==> src/rtl/fwd_hazard_ctrl.sv <==
// fwd_hazard_ctrl
//   Forwarding-select and load-use hazard controller for the 5-stage pipeline.
//   Picks the EX operand source for each of NSRC source operands and stalls
//   IF/ID and bubbles ID/EX for LD_LAT cycles when an ID instruction reads a
//   register that the load currently in EX will write.
//
// Parameters
//   AW      register address width
//   NSRC    source operands per instruction (src k at bits [k*AW +: AW])
//   LD_LAT  bubbles inserted per load-use hazard (>= 1)
//   CNT_W   width of the saturating stall-cycle counter
//
// Ports
//   clk, rst_n                 clock (rising edge), async active-low reset
//   pipe_hold                  global freeze: FSM and counter hold state
//   flush                      cancels any pending/active stall
//   id_valid, id_src,
//   id_src_used                ID-stage instruction and its source operands
//   idex_src, idex_rd,
//   idex_regwrite,
//   idex_memread               EX-stage operands / destination / type
//   exmem_*, memwb_*           MEM and WB stage destination / type
//   fwd_sel                    per-source select, bits [2k+1:2k]:
//                              00 regfile, 01 MEM/WB ALU, 10 EX/MEM ALU,
//                              11 MEM/WB load data
//   stall_if, bubble_idex      hold PC + IF/ID, insert NOP into ID/EX
//   stall_cnt                  saturating count of stalled cycles
//
// Build option
//   FWD_ZERO_REG_EN  when defined, r0 is hardwired zero: no register match
//                    against r0 ever forwards or stalls.
module fwd_hazard_ctrl #(
    parameter int AW     = 3,
    parameter int NSRC   = 2,
    parameter int LD_LAT = 1,
    parameter int CNT_W  = 16
) (
    input  logic                 clk,
    input  logic                 rst_n,
    input  logic                 pipe_hold,
    input  logic                 flush,
    input  logic                 id_valid,
    input  logic [NSRC*AW-1:0]   id_src,
    input  logic [NSRC-1:0]      id_src_used,
    input  logic [NSRC*AW-1:0]   idex_src,
    input  logic [AW-1:0]        idex_rd,
    input  logic                 idex_regwrite,
    input  logic                 idex_memread,
    input  logic [AW-1:0]        exmem_rd,
    input  logic                 exmem_regwrite,
    input  logic                 exmem_memread,
    input  logic [AW-1:0]        memwb_rd,
    input  logic                 memwb_regwrite,
    input  logic                 memwb_memread,
    output logic [2*NSRC-1:0]    fwd_sel,
    output logic                 stall_if,
    output logic                 bubble_idex,
    output logic [CNT_W-1:0]     stall_cnt
);

    localparam int REM_W = $clog2(LD_LAT + 1);
    localparam logic [REM_W-1:0] REM_INIT = REM_W'(LD_LAT - 1);
    localparam logic [REM_W-1:0] REM_ONE  = REM_W'(1);

    localparam logic [1:0] IDLE  = 2'b00;
    localparam logic [1:0] STALL = 2'b01;

    logic [1:0]       state, stateNext;
    logic [REM_W-1:0] rem, remNext;
    logic [CNT_W-1:0] stallCnt;
    logic             hz;
    logic             stallRaw;

    // Register-number compare; r0 never matches when it is hardwired zero.
    function automatic logic regMatch(input logic [AW-1:0] rd, input logic [AW-1:0] src);
`ifdef FWD_ZERO_REG_EN
        return (rd == src) && (rd != '0);
`else
        return (rd == src);
`endif
    endfunction

    function automatic logic [CNT_W-1:0] satInc(input logic [CNT_W-1:0] c);
        return (c == '1) ? c : c + CNT_W'(1);
    endfunction

    // Forward select: newest producer wins. A load sitting in EX/MEM is never
    // forwarded; the stall guarantees its consumer is not in EX yet.
    always_comb begin
        fwd_sel = '0;
        for (int k = 0; k < NSRC; k++) begin
            if (exmem_regwrite && !exmem_memread && regMatch(exmem_rd, idex_src[k*AW +: AW]))
                fwd_sel[2*k +: 2] = 2'b10;
            else if (memwb_regwrite && memwb_memread && regMatch(memwb_rd, idex_src[k*AW +: AW]))
                fwd_sel[2*k +: 2] = 2'b11;
            else if (memwb_regwrite && !memwb_memread && regMatch(memwb_rd, idex_src[k*AW +: AW]))
                fwd_sel[2*k +: 2] = 2'b01;
        end
    end

    // Load-use hazard: a used ID source matches the load destination in EX.
    always_comb begin
        hz = 1'b0;
        for (int k = 0; k < NSRC; k++)
            hz = hz | (id_src_used[k] && regMatch(idex_rd, id_src[k*AW +: AW]));
        hz = hz && id_valid && idex_memread && idex_regwrite;
    end

    // The first bubble is raised combinationally from IDLE; STALL supplies the
    // remaining LD_LAT-1 without looking at hz, since the load has left EX.
    assign stallRaw    = !flush && ((state == STALL) || ((state == IDLE) && hz));
    assign stall_if    = rst_n && stallRaw;
    assign bubble_idex = rst_n && stallRaw;
    assign stall_cnt   = stallCnt;

    always_comb begin
        stateNext = state;
        remNext   = rem;
        if (flush) begin
            stateNext = IDLE;
            remNext   = '0;
        end else begin
            case (state)
                IDLE: begin
                    if (hz && (LD_LAT > 1)) begin
                        stateNext = STALL;
                        remNext   = REM_INIT;
                    end
                end
                STALL: begin
                    if (rem == REM_ONE) begin
                        stateNext = IDLE;
                        remNext   = '0;
                    end else begin
                        remNext = rem - REM_ONE;
                    end
                end
                default: begin
                    stateNext = IDLE;
                    remNext   = '0;
                end
            endcase
        end
    end

    // Control state; everything freezes while the pipeline is held.
    always_ff @(posedge clk or negedge rst_n) begin
        if (!rst_n) begin
            state    <= IDLE;
            rem      <= '0;
            stallCnt <= '0;
        end else if (!pipe_hold) begin
            state <= stateNext;
            rem   <= remNext;
            if (stallRaw)
                stallCnt <= satInc(stallCnt);
        end
    end

endmodule
==> config.mk <==
export PLATFORM = sky130hd
export DESIGN_NAME = fwd_hazard_ctrl
export DESIGN_NICKNAME = d
export VERILOG_FILES = /design/src/rtl/fwd_hazard_ctrl.sv
export SDC_FILE = /design/constraint.sdc
export NUM_CORES = 1
export LEC_CHECK = 0
export CAP_MARGIN = 20
export CORE_MARGIN = 3
export CORE_UTILIZATION = 42
export CTS_CLUSTER_DIAMETER = 150
export DETAILED_ROUTE_END_ITERATION = 10
export HOLD_SLACK_MARGIN = 0.06
export PLACE_DENSITY = 0.95
export SETUP_SLACK_MARGIN = 0.2
export SLEW_MARGIN = 15
export SYNTH_ARGS = -nofsm -noshare
export SYNTH_HDL_FRONTEND = slang
export SYNTH_SLANG_ARGS = --single-unit
==> constraint.sdc <==
create_clock -name clk -period 3.85 [get_ports clk]
set_clock_uncertainty 0.15 [all_clocks]
set_input_delay 0.9625 -clock clk [delete_from_list [all_inputs] [get_ports clk]]
set_output_delay 0.9625 -clock clk [all_outputs]
set_load 0.02 [all_outputs]
==> results.cfg <==
[synthesis]
synth_top_family_by_area = XOR/XNOR gates
synth_compound_gate_area_share = 0.0428
synthCells = 105
synthAdderAreaFrac = 0.0119
yosysSeqAreaShare = 0.380
synthSimpleGateAreaFrac = 0.244
syn_area_um2 = 1050
postSynth.asyncResetShare = 1.00
synth-xor-area-share = 0.266
ys_dominant_reg_cell = dfrtp_1
syn_avg_cell_area_um2 = 10.0
yosys.cell_types.count = 24
synth-edff-count = 0
yosys_warnings = 0
synthMuxAreaShare = 0.0250
syn-num-nets = 140
ys_ff_latch = 16

[global_route]
grt_pass1_wl_mm = 4.69
grt_overflow = 0
grt_pass1_vias = 1151
antenna_found_initial = 0
grt_max_degree = 17
grtUsageTotal = 0.184

[critical_path]
worst_path_max_delay_cell = clkdlybuf4s50_1
required_ps = 2740
crit_arrival_ps = 2410
worstSetupEndpointType = output pin
cp_cell_sequence = clkdlybuf4s50_1 -> xnor2_1 -> nand4_1 -> a211oi_2 -> dlygate4sd2_1
cpPeakStageDelay_ps = 520
critPathKind = in -> out
critPathMaxFanout = 2
rr_worst_depth = 6
startpoint_type = primary input
path_buf_inv = 2
path_depth = 5
critical_path.top_delay_family = buffers and inverters

[placement]
pre_cts_slack_ps = -53.4
dp_cells = 190
port_buffers = 55
postPlaceCellArea_um2 = 1650
dp_hpwl_mm = 2.31
gp_congestion = 0.802

[power_and_ir_drop]
power-per-cell-area_nw_per_um2 = 222
ir_drop_mv = 0.152
power.leakage_uw = 0.000691

[clock_network]
cts_tree = built
post-cts-setup-buffers = 0
numCtsBuffers = 3
clk_latency_ps = 290
h-tree-depth = 1
root_buffer = clkbuf_4
path_clk_slew_ps = 90
cts_max_path_buffers = 2
cts-hold-fix-buffers = 0
numClockSinks = 16

[timing]
drv_slew = 0
rsz0062_at_grt = true
fin_crit_ps = 3530
slew_headroom = 0.664
fin_crit_sh = 0.916
worstMarginPinSlew_ps = 503
fmax_mhz = 283
hold_viol_final = 0
finalSetupTns_ps = 0
fin_ws_ps = 323
finalSetupViolCount = 0

[routing]
vias = 1065
routedWlPerCell_um = 14.1
drc_errors = 0
detail_route.first_pass.iterations = 4
vias_per_cell = 5.49
ant_nets = 0
wl_mm = 2.74
drt_iter0_drc = 21

[finish]
nNetsFinal = 202
largest_register_ffs = 16
antennaDiodeCount = 0
final_layout_size_suffix_gt1_frac = 0.0723
final_area_um2 = 1690
final_common_cell = clkdlybuf4s50_1
final_cells = 194
final_cell_mix = clkdlybuf4s50_1 (49), xnor2_1 (26), dfrtp_1 (16)
synthToLayoutAreaGrowth_pct = 60.2

[die]
num_rows = 17
initial_core_util = 0.458
fp.dieH_um = 56.1
io_pins = 56
die-area_um2 = 3140
die_w_um = 56.1
fp.coreArea_um2 = 2300

[worst_hold_path]
hold_path_depth = 1
hold_path_class = reg -> reg

[outcome]
outcome = finished clean

[job]
maxCapViolCount = 0
per-layer routing:
| layer | part of all wire | up-vias | global-route usage |
|---|---|---|---|
| met3 | 0.075 | 9 | 0.0510 |
| met4 | 0.027 | 0 | 0.0746 |
| met2 | 0.56 | 52 | 0.369 |
| met1 | 0.34 | 505 | 0.170 |
| li1 | - | 499 | - |
| met5 | 0 | - | 0 |
path summary, 6_finish.rpt:
check / startpoint / end / slack [ps]
max in group asynchronous: rst_n / stall_cnt[2] / 2450
min in group asynchronous: rst_n / stall_cnt[10] / 920
setup / recovery: idex_rd[1] / bubble_idex / 320
hold / removal: stall_cnt[8] / stall_cnt[8] / 360
setup reg to reg: stall_cnt[0] / stall_cnt[1] / 1540
hold reg to reg: stall_cnt[8] / stall_cnt[8] / 360
per-stage QoR:
stage / total power [uW] / utilization / hold slack (ps)
CTS: 378 / 0.731 / 359
finish: 375 / 0.734 / 358
global route: 395 / 0.734 / 372
global placement: 266 / 0.719 / 335
detailed placement: 270 / 0.719 / 341
floorplan: 210 / - / 443
power by group:
group / switching [uW] / internal (uW)
combinational: 35.3 / 54.4
clock: 52.8 / 57.6
sequential: 4.05 / 171
total: 92.2 / 283
cell families (layout without fill, tap and decap cells):
logic type / Yosys count / in the layout
simple gates: 45 / 45
xor+xnor: 32 / 32
flops: 16 / 16
buf+inv: 5 / 66
compound gates: 4 / 4
mux: 2 / 2
fa+ha+maj: 1 / 1
what timing repair did:
action                                 in CTS  in global routing
gates resized for setup                     6                  1
setup endpoints to repair                   6                  2
endpoints found under the hold margin       0                  0
final cells by class:
type | count | area (um2)
timing repair buffer | 60 | 581
fill | 186 | 612
tap | 28 | 35.0
clock buffer | 4 | 36.3
sequential | 16 | 400
multi-input combinational | 84 | 626
inverter | 2 | 7.51
cell usage after synthesis, types with 2 or more instances:
library cell | n | share of area
nand2_1 | 5 | 0.018
nor2_1 | 2 | 0.0071
inv_1 | 2 | 0.0071
and3_1 | 7 | 0.042
dfrtp_1 | 16 | 0.38
nor3_1 | 3 | 0.014
nand3_1 | 9 | 0.043
nand4b_1 | 3 | 0.025
xor2_1 | 6 | 0.050
xnor2_1 | 26 | 0.22
o41ai_1 | 2 | 0.017
nand4_1 | 12 | 0.071
worst reg2reg max path: cells and delay by family (launching register included):
| family | cells | cell delay (ps) |
|---|---|---|
| AND/OR/NAND/NOR | 4 | 1080 |
| adder cells (fa/ha/maj) | 1 | 220 |
| flip-flops | 1 | 440 |
| multiplexers | 1 | 310 |
(Power assumes the default switching activity.)
